`config.mk`:
```
export PLATFORM = sky130hd
export DESIGN_NAME = exu_dp_arb
export DESIGN_NICKNAME = d
export VERILOG_FILES = /design/src/rtl/exu_dp_arb.sv
export SDC_FILE = /design/constraint.sdc
export NUM_CORES = 1
export LEC_CHECK = 0
export ABC_AREA = 1
export CAP_MARGIN = 25
export CORE_AREA = 2 2 226 228
export CTS_BUF_LIST = sky130_fd_sc_hd__clkbuf_8
export DETAILED_ROUTE_END_ITERATION = 7
export DIE_AREA = 0 0 228 230
export GPL_TIMING_DRIVEN = 0
export PLACE_DENSITY = 0.36
export RECOVER_POWER = 50
export REMOVE_ABC_BUFFERS = 1
export SLEW_MARGIN = 25
export SYNTH_ARGS = -nofsm -noshare
export SYNTH_HDL_FRONTEND = slang
export SYNTH_SLANG_ARGS = --single-unit
```
`constraint.sdc`:
```
create_clock -name clk -period 3.8 [get_ports clk]
set_clock_uncertainty 0.1 [all_clocks]
set_input_delay 0.95 -clock clk [delete_from_list [all_inputs] [get_ports clk]]
set_output_delay 0.95 -clock clk [all_outputs]
set_load 0.02 [all_outputs]
```
`src/rtl/exu_dp_arb.sv`:
```
// Execution-unit datapath arbiter: steers one instruction-class controller onto the shared
// GPR/ALU datapath, with ownership lock for multi-cycle classes and a registered writeback.
module exu_dp_arb #(
    parameter int unsigned NUM_SRC   = 4,
    parameter int unsigned XLEN      = 32,
    parameter int unsigned GPR_AW    = 5,
    parameter int unsigned ALU_OPC_W = 4,
    parameter int unsigned TMO_W     = 8
) (
    input  logic                           clk,
    input  logic                           rst,
    input  logic                           iexec_req_vld,
    output logic                           iexec_req_rdy,
    input  logic [NUM_SRC-1:0]             sel,
    input  logic [NUM_SRC-1:0]             src_multi,
    input  logic [NUM_SRC-1:0]             src_done,
    input  logic [NUM_SRC*GPR_AW-1:0]      src_gpr_raddr1,
    input  logic [NUM_SRC-1:0]             src_gpr_wen,
    input  logic [NUM_SRC*GPR_AW-1:0]      src_gpr_waddr,
    input  logic [NUM_SRC*XLEN-1:0]        src_gpr_wdata,
    input  logic [NUM_SRC*ALU_OPC_W-1:0]   src_alu_opcode,
    input  logic [NUM_SRC*XLEN-1:0]        src_alu_src1,
    input  logic [NUM_SRC*XLEN-1:0]        src_alu_src2,
    output logic [GPR_AW-1:0]              gpr_raddr1,
    output logic [ALU_OPC_W-1:0]           alu_opcode,
    output logic [XLEN-1:0]                alu_src1,
    output logic [XLEN-1:0]                alu_src2,
    output logic                           gpr_wen,
    output logic [GPR_AW-1:0]              gpr_waddr,
    output logic [XLEN-1:0]                gpr_wdata,
    output logic                           busy,
    output logic                           sel_err,
    output logic                           tmo_err
);

    typedef enum logic [0:0] {StIdle, StLock} state_e;

    state_e               state_q;
    logic [NUM_SRC-1:0]   own_q;
    logic [TMO_W-1:0]     tmo_cnt_q;
    logic                 sel_err_q;
    logic                 tmo_err_q;
    logic                 gpr_wen_q;
    logic [GPR_AW-1:0]    gpr_waddr_q;
    logic [XLEN-1:0]      gpr_wdata_q;

    logic [NUM_SRC-1:0]   act;
    logic                 accept;
    logic                 sel_ok;
    logic                 multi;
    logic                 sel_done;
    logic                 own_done;
    logic                 wen_any;
    logic                 wen_nx;
    logic [GPR_AW-1:0]    waddr_mux;
    logic [XLEN-1:0]      wdata_mux;

    assign iexec_req_rdy = (state_q == StIdle) & ~rst;
    assign accept        = iexec_req_vld & iexec_req_rdy;
    assign act           = (state_q == StIdle) ? sel : own_q;
    assign sel_ok        = (sel != '0) && ((sel & (sel - 1'b1)) == '0);
    assign multi         = |(sel & src_multi);
    assign sel_done      = |(sel & src_done);
    assign own_done      = |(own_q & src_done);

    // AND-OR mux: a zero select yields all-zero outputs, never X or a stale source.
    always_comb begin
        gpr_raddr1 = '0;
        alu_opcode = '0;
        alu_src1   = '0;
        alu_src2   = '0;
        waddr_mux  = '0;
        wdata_mux  = '0;
        wen_any    = 1'b0;
        for (int i = 0; i < NUM_SRC; i++) begin
            if (act[i]) begin
                gpr_raddr1 = gpr_raddr1 | src_gpr_raddr1[i*GPR_AW +: GPR_AW];
                alu_opcode = alu_opcode | src_alu_opcode[i*ALU_OPC_W +: ALU_OPC_W];
                alu_src1   = alu_src1 | src_alu_src1[i*XLEN +: XLEN];
                alu_src2   = alu_src2 | src_alu_src2[i*XLEN +: XLEN];
                waddr_mux  = waddr_mux | src_gpr_waddr[i*GPR_AW +: GPR_AW];
                wdata_mux  = wdata_mux | src_gpr_wdata[i*XLEN +: XLEN];
                wen_any    = wen_any | src_gpr_wen[i];
            end
        end
    end

    // x0 is hard-wired zero, so writes to it never reach the GPR file.
    assign wen_nx = wen_any & (waddr_mux != '0) &
                    ((accept & sel_ok) | (state_q == StLock));

    always_ff @(posedge clk) begin
        if (rst) begin
            state_q     <= StIdle;
            own_q       <= '0;
            tmo_cnt_q   <= '0;
            sel_err_q   <= 1'b0;
            tmo_err_q   <= 1'b0;
            gpr_wen_q   <= 1'b0;
            gpr_waddr_q <= '0;
            gpr_wdata_q <= '0;
        end else begin
            gpr_wen_q <= wen_nx;
            if (wen_nx) begin
                gpr_waddr_q <= waddr_mux;
                gpr_wdata_q <= wdata_mux;
            end
            case (state_q)
                StIdle: begin
                    if (accept) begin
                        if (!sel_ok) begin
                            sel_err_q <= 1'b1;
                        end else begin
                            own_q <= sel;
                            // Same-cycle completion never enters LOCK.
                            if (multi && !sel_done) begin
                                state_q   <= StLock;
                                tmo_cnt_q <= '0;
                            end
                        end
                    end
                end
                StLock: begin
                    if (own_done) begin
                        state_q <= StIdle;
                    end else if (tmo_cnt_q == {TMO_W{1'b1}}) begin
                        state_q   <= StIdle;
                        tmo_err_q <= 1'b1;
                    end else begin
                        tmo_cnt_q <= tmo_cnt_q + 1'b1;
                    end
                end
                default: state_q <= StIdle;
            endcase
        end
    end

    assign busy      = (state_q == StLock);
    assign sel_err   = sel_err_q;
    assign tmo_err   = tmo_err_q;
    assign gpr_wen   = gpr_wen_q;
    assign gpr_waddr = gpr_waddr_q;
    assign gpr_wdata = gpr_wdata_q;

endmodule

```
* After elaboration in Yosys (flattened, before gate mapping) *
Index checks and enable logic that the tools add are counted.

word-level totals
  input port bits = 459
  bits in registers = 53
  output and inout port bits = 115

cells by class
  bitwise logic cells = 35
  eq/ne operators = 6
  reductions and logical operators = 13
  $add $sub $neg = 2
  muxes and demuxes = 41

operators with widths
  kind                 count
  $mux 32              12
  $or 32x32->32        9
  $mux 5               8
  $mux 8               5
  $or 5x5->5           6
  $mux 4               5
  $and 4x4->4          4
  $pmux 8 s2           1
  $or 4x4->4           3
  $reduce_or 4->1      3
  $mux 1               9
  $reduce_and 3->1     3
  $add 8x1->8 const B  1
  $eq 8x8->1 const B   1
  $ne 2x2->1 const B   4
  $and 1x1->1          5
  $reduce_and 5->1     1
  $reduce_bool 5->1    1
  $logic_not 4->1      1
  $not 1->1            4
  $or 1x1->1           4
  $reduce_bool 4->1    1
  $sub 4x1->4 const B  1
  $logic_and 1x1->1    2
  3 further kinds      3

* Logic depth before layout (Yosys ltp) *
Gate-level depths: netlist of the first run.

  depth in word-level cells = 11
  depth in mapped cells = 14

* Least setup slack after synthesis of the first run *
OpenSTA, ideal clock, no wires.

  kind = input port to output port
  start = in sel[1]
  end = out alu_opcode[0]
  slack = 723 ps
  path buffers = 3
  data required time = 2,750 ps
  data arrival time = 2,027 ps
  cell stages on the path = 7
  path through = inv_1 nand2_2 buf_6 clkbuf_1 clkbuf_1 nand3_1 nand4_1

between the ends
  cells in the longest elaborated chain, start to end = 6

RTL lines
  element             RTL line  RTL
  start: declaration  14        input logic [NUM_SRC-1:0] sel,
  $mux 4 *            60        assign act = (state_q == StIdle) ? sel : own_q;
  $mux 4 *            76        if (act[i]) begin
  $or 4x4->4          78        alu_opcode = alu_opcode | src_alu_opcode[i*ALU_OPC_W +: ALU_OPC_W];
  $mux 4 *            76
  $or 4x4->4          78
  $mux 4 *            76
  end: declaration    25        output logic [ALU_OPC_W-1:0] alu_opcode,

Mark *: on every way between the ends. The rest lies on a longest branch, timed or not.

* Worst setup path after layout of the first run *
  start = in sel[3]
  end = out alu_opcode[3]

between the ends
  cells in the longest elaborated chain, start to end = 2

RTL lines
  element  RTL line
  $mux 4   60
  $mux 4   76

Every way passes these cells.

==> impl_metrics.csv, run 1 <==
group,metric,value,unit
status,status,"finished with violations",
status,violations,"capacitance limit",
power,p_switching,0.894,mW
synthesis,yosys.area_share.adder,0.222,%
synthesis,syn-mean-instance-area,5.58,sq um
synthesis,synth_top_family_by_area,"simple AND/OR/NAND/NOR gates",
routing,first_pass_iters,5,
synthesis,synth_simple_gate_area_share,62.3,%
worst_hold_path,hold_class,"flop to flop",
critical_path,required,2750,ps
synthesis,synthMuxAreaShare,0,%
cts,cts_tree,"built",
power,swShare,38.2,%
worst_hold_path,whs_path_depth,2,
synthesis,synth-seq-area-share,18.8,%
die,io_pins,574,
cells_and_area,design_area,12500,sq um
routing,drt_iter0_markers,384,
worst_hold_path,hold_path_end,"tmo_err",
cts,clk_latency,320,ps
critical_path,timing.rr.start,"busy",
run,drv_cap,1,
critical_path,path_class,"input pin to output port",
synthesis,synth_ff_type,"dfxtp_1",
sta,fmax,269,MHz
sta,worst_pin_slew,1470,ps
power,p_int,1.44,mW
synthesis,synth_compound_area_share,6.85,%
routing,vias_per_cell,4.14,
sta,report.final.slew_viol_count,0,
die,die_w,228,um
cts,clock-sinks,53,
cells_and_area,syn2layout_area_growth,122,%
global_routing,grt_usage,17.0,%
power,seqPwrFrac,25.6,%
synthesis,synth_edf_count,0,
routing,route.detailed.drc,0,
sta,setup_viol,0,
global_routing,grt_pass1_vias,9623,
sta,finalCritPeriodShare,97.7,%
placement,io_buffers,573,
placement,gp_congestion,0.842,
critical_path,reg2reg_slack,1120,ps
power,leakage,5.16,nW
sta,grt_setup_unrepaired,"no",
cts,path_clk_slew,100,ps
power,pwr-share-clk,14.4,%
die,die_h,230,um
synthesis,netlist_area,5630,sq um
global_routing,grt_pass1_wl,66100,um
cts,cts_buffer_depth,2,
synthesis,ys_types,35,
routing,ant_nets,0,
routing,post_drt_wl_per_cell,21.3,um
sta,fin_crit,3710,ps
cts,root_buffer,"clkbuf_8",
synthesis,synth-async-reset-ratio,0,%
synthesis,synth_xor_area_share,0.778,%
synthesis,synth-seq-cells,53,
placement,placed_area,12100,sq um
placement,place_hpwl,32600,um
global_routing,grt_start_max_net_pins,81,
critical_path,arrival,2660,ps
cells_and_area,drive_above_1_share,6.64,%
routing,vias,9159,
power,ir_worst_vdd,118,uV
critical_path,r2r_cells,10,
die,dieArea,52400,sq um
critical_path,end_kind,"output port",
cts,cts_inserted_buffers,5,
power,power.density,187,nW/um^2
die,start_util,11.3,%
sta,finalHoldViolCount,0,
global_routing,antenna_found_initial,7,
critical_path,critPathLaunch,"sel[3]",
sta,hold_ws,376,ps
critical_path,critPathLaunchType,"input pin",
cells_and_area,nNetsFinal,1995,
die,rows,82,
critical_path,cp_max_fo,20,
sta,relSlewSlack,1.57,%
routing,drt-total-wl,47000,um
die,core_area,49900,sq um
global_routing,gr-total-overflow,0,
critical_path,r2r_end,"gpr_wdata[12]",
synthesis,syn-instance-count,1009,
synthesis,synth_warnings,0,
sta,finalSetupTns,0,ps
worst_hold_path,worst_hold_startpoint,"tmo_err",
cells_and_area,fillers,5677,
cts,h-tree-depth,2,
cts,holdBufCountCts,0,
power,power.share.combinational,60.1,%
synth_stat cells (3+ instances only):
cell	number	area, sq um
nand2_1	289	1080
nand3_1	247	1240
nor2_1	101	379
nand4_1	74	463
dfxtp_1	53	1060
inv_1	47	176
clkbuf_1	43	161
a211oi_1	32	240
nor2_2	30	188
buf_2	27	135
a21oi_1	11	55.1
buf_6	10	113
o21ai_0	6	30.0
inv_2	4	15.0
nand2_2	4	25.0
xor2_1	4	35.0
a22o_1	3	26.3
nand3_2	3	30.0
final cells by class:
type                    count  area (sq um)  area share, %
clock buffers               5          68.8          0.551
diodes                      5          12.5          0.100
flip-flops and latches     53          1060           8.53
repair inverters            1          8.76         0.0701
multi-input cells         825          4090           32.8
clock inverters             3          15.0          0.120
inverters                  54           243           1.94
repair buffers            595          6140           49.2
well taps                 672           841           6.73
worst max-delay path by stage:
stage,end,cells past startpoint
final,alu_opcode[3],6
after global routing,alu_src2[15],6
after CTS,alu_src2[1],8
after detailed placement,gpr_raddr1[3],9
after global placement,alu_src1[26],7
after floorplan,alu_opcode[0],5
power groups by stage:
stage,clock [mW],sequential [mW],combinational (mW)
after floorplan,0,0.639,0.474
after global placement,0,0.611,1.39
after detailed placement,0,0.612,1.39
after CTS,0.367,0.599,1.44
after global routing,0.378,0.601,1.51
final,0.335,0.597,1.40
layout by cell type, fill, tap and decap left out, types with 2 or more instances in the layout:
cell             count
a211oi_1            32
a21oi_1             11
a22o_1               3
buf_16              13
buf_2                4
buf_4                6
bufbuf_16            2
clkbuf_2             2
clkbuf_8             5
clkdlybuf4s15_1     17
clkdlybuf4s15_2      5
clkdlybuf4s50_1    454
clkinvlp_4           2
dfxtp_1             52
diode_2              5
dlygate4sd2_1       46
dlygate4sd3_1       43
inv_1               47
inv_2                5
inv_6                2
nand2_1            285
nand2_2              2
nand2_4              5
nand2_8              8
nand3_1            247
nand3_2              3
nand3b_1             2
nand4_1             74
nor2_1             101
nor2_2              30
nor3_1               2
o21ai_0              6
xor2_1               4
state kept, by name, indices dropped and copies added (netlist names):
name,flops
busy,1
gpr_waddr,5
gpr_wdata,32
gpr_wen,1
own_q,4
sel_err,1
tmo_cnt_q,8
tmo_err,1
timing repair:
action	in CTS	in global routing
pin swaps	6	1
cloned	11	1
buffers inserted	7	0
gates resized for setup	149	9
endpoints found under the setup margin	73	28
metal layers:
layer	global-route usage, %	routed length, um
met4	4.41	932
met1	19.2	18700
met3	4.04	3030
met5	0	34
met2	31.8	24300
critical path: stages:
cell and delay, ps:
clkdlybuf4s50_1 630, inv_6 150, nand2_8 210, nand3_1 150, nand4_1 170, dlygate4sd2_1 370
logic make-up (layout without fill, tap and decap cells):
| logic type | Yosys count | in the layout |
|---|---|---|
| fa+ha+maj | 1 | 1 |
| simple gates | 758 | 763 |
| flops | 53 | 53 |
| compound gates | 56 | 56 |
| buf+inv | 136 | 658 |
| xor+xnor | 5 | 5 |
| other cells | 0 | 5 |
per-stage QoR:
stage                     setup slack, ps  cells  utilization (%)  total power [mW]
after floorplan                      -491    927                -              1.11
final                                88.0   2213             25.0              2.34
after CTS                            1.85   2207             25.0              2.40
after global routing                 6.14   2210             25.0              2.49
after detailed placement            -1080   2181             24.2              2.00
after global placement              -4440   2172             23.6              2.00
Note: power is estimated with default switching activity, not from simulation.
==> run 2: changes to the inputs <==
--- a/config.mk
+++ b/config.mk
@@ -9,6 +9,7 @@
 export CAP_MARGIN = 25
 export CORE_AREA = 2 2 226 228
 export CTS_BUF_LIST = sky130_fd_sc_hd__clkbuf_8
+export CTS_CLUSTER_SIZE = 12
 export DETAILED_ROUTE_END_ITERATION = 7
 export DIE_AREA = 0 0 228 230
 export GPL_TIMING_DRIVEN = 0
==> results of run 2 <==
Same layout as run 1: the final DEF is identical, and so are final timing and power.
==> run 3: changes to the inputs <==
--- a/config.mk
+++ b/config.mk
@@ -13,9 +13,9 @@
 export DETAILED_ROUTE_END_ITERATION = 7
 export DIE_AREA = 0 0 228 230
 export GPL_TIMING_DRIVEN = 0
-export PLACE_DENSITY = 0.36
 export RECOVER_POWER = 50
 export REMOVE_ABC_BUFFERS = 1
+export SKIP_CTS_REPAIR_TIMING = 1
 export SLEW_MARGIN = 25
 export SYNTH_ARGS = -nofsm -noshare
 export SYNTH_HDL_FRONTEND = slang
==> run 3 against run 2 <==
The flow now finishes without violations. Critical path depth unchanged. Hold slack better by 10 ps. Global-route usage is 3.4 points lower.
==> impl_metrics.csv, run 3 (synthesized netlist as in run 1, its figures left out) <==
group,metric,value,unit
status,status,"complete, no violations",
run,drv_cap,0,
placement,dp_slack,-1220,ps
critical_path,cpPeakStageDelay,540,ps
cts,path_clk_slew,100,ps
sta,fmax,267,MHz
routing,drt_iter0_markers,456,
sta,setup_viol,0,
critical_path,cp_cell_sequence,"clkdlybuf4s50_1, inv_6, nand2_8, nand3_1, nand4_1, dlymetal6s2s_1",
worst_hold_path,hold_class,"flop to flop",
cells_and_area,layout_common_cells,"clkdlybuf4s50_1, nand2_1, nand3_1, nor2_1, nand4_1",
critical_path,crit_cells,6,
global_routing,grt_start_max_net_pins,81,
cells_and_area,syn2layout_area_growth,123,%
die,start_util,11.3,%
critical_path,reg2reg_slack,760,ps
power,power,2.50,mW
global_routing,grt_usage,13.6,%
placement,io_buffers,573,
sta,relSlewSlack,5.07,%
critical_path,cp_top_family,"buffers and inverters",
cells_and_area,finish.utilization,25.2,%
sta,worst_pin_slew,1420,ps
cells_and_area,fillers,5541,
cells_and_area,drive_above_1_share,8.11,%
placement,gp_congestion,0.942,
power,leakage,5.42,nW
die,rows,82,
global_routing,grt_pass1_vias,9225,
cells_and_area,final_common_cell,"clkdlybuf4s50_1",
die,dieArea,52400,sq um
critical_path,arrival,2700,ps
cts,h-tree-depth,2,
routing,ant_nets,0,
routing,vias,9545,
routing,vias_per_cell,4.31,
routing,route.detailed.drc,0,
global_routing,antenna_found_initial,4,
sta,finalCritPeriodShare,98.6,%
global_routing,gr-total-overflow,0,
sta,finalSetupTns,0,ps
cts,root_buffer,"clkbuf_8",
sta,fin_crit,3750,ps
cts,clk_latency,330,ps
cts,cts_tree,"built",
routing,post_drt_wl_per_cell,20.2,um
cells_and_area,design_area,12500,sq um
placement,dpl.cell_count,2178,
placement,placed_area,12000,sq um
cells_and_area,nNetsFinal,2001,
sta,finalHoldViolCount,0,
power,power.density,199,nW/um^2
placement,place_hpwl,30600,um
cts,cts_inserted_buffers,5,
critical_path,path_class,"input pin to output port",
critical_path,critPathLaunchType,"input pin",
critical_path,r2r_cells,8,
routing,first_pass_iters,4,
worst_hold_path,whs_path_depth,2,
routing,drt-total-wl,44800,um
sta,hold_ws,386,ps
cells_and_area,fin_cells,2215,
die,core_area,49900,sq um
sta,grt_setup_unrepaired,"yes",
critical_path,end_kind,"output port",
cells_and_area,largest_register_ffs,32,
critical_path,cp_max_fo,40,
global_routing,grt_pass1_wl,55500,um
critical_path,path_buf_inv,3,
critical_path,cp_slowest_cell,"clkdlybuf4s50_1",
die,die_w,228,um
power,ir_worst_vdd,144,uV
critical_path,required,2750,ps
die,die_h,230,um
sta,report.final.slew_viol_count,0,
cts,clock-sinks,53,
die,io_pins,574,
sta,fin_ws,54.3,ps
cts,cts_buffer_depth,2,
[run 3: final timing paths]
| kind | to | from |
|---|---|---|
| setup / recovery | alu_src1[26] | sel[3] |
| hold / removal | gpr_wdata[31] | gpr_wdata[31] |
| setup reg to reg | gpr_wdata[30] | busy |
| hold reg to reg | gpr_wdata[31] | gpr_wdata[31] |
[run 3: area by class of cell]
type	count	area, sq um	share of cell area, %
Tap cell	672	841	6.70
Timing Repair Buffer	597	6130	48.9
Clock inverter	3	65.1	0.519
Multi-Input combinational cell	828	4120	32.8
Sequential cell	53	1060	8.47
Antenna cell	1	2.50	0.0199
Clock buffer	5	68.8	0.549
Timing Repair inverter	2	28.8	0.229
Inverter	54	230	1.84
[run 3: power breakdown]
group / internal [mW] / switching, mW
combinational: 0.741 / 0.685
sequential: 0.582 / 0.0164
clock: 0.262 / 0.214
total: 1.59 / 0.915
[run 3: per-layer routing]
layer / up-vias / global-route usage (%) / share of wire (%)
met2: 513 / 24.9 / 49
met3: 82 / 4.02 / 9.1
met4: 2 / 3.43 / 3.8
li1: 4480 / - / -
met1: 4468 / 15.5 / 38
met5: - / 0 / 0.027
[run 3: tightest hold or removal path, delay by kind of cell (launching register included)]
family,cells,cell delay (ps)
flops,1,320
simple gates,2,140
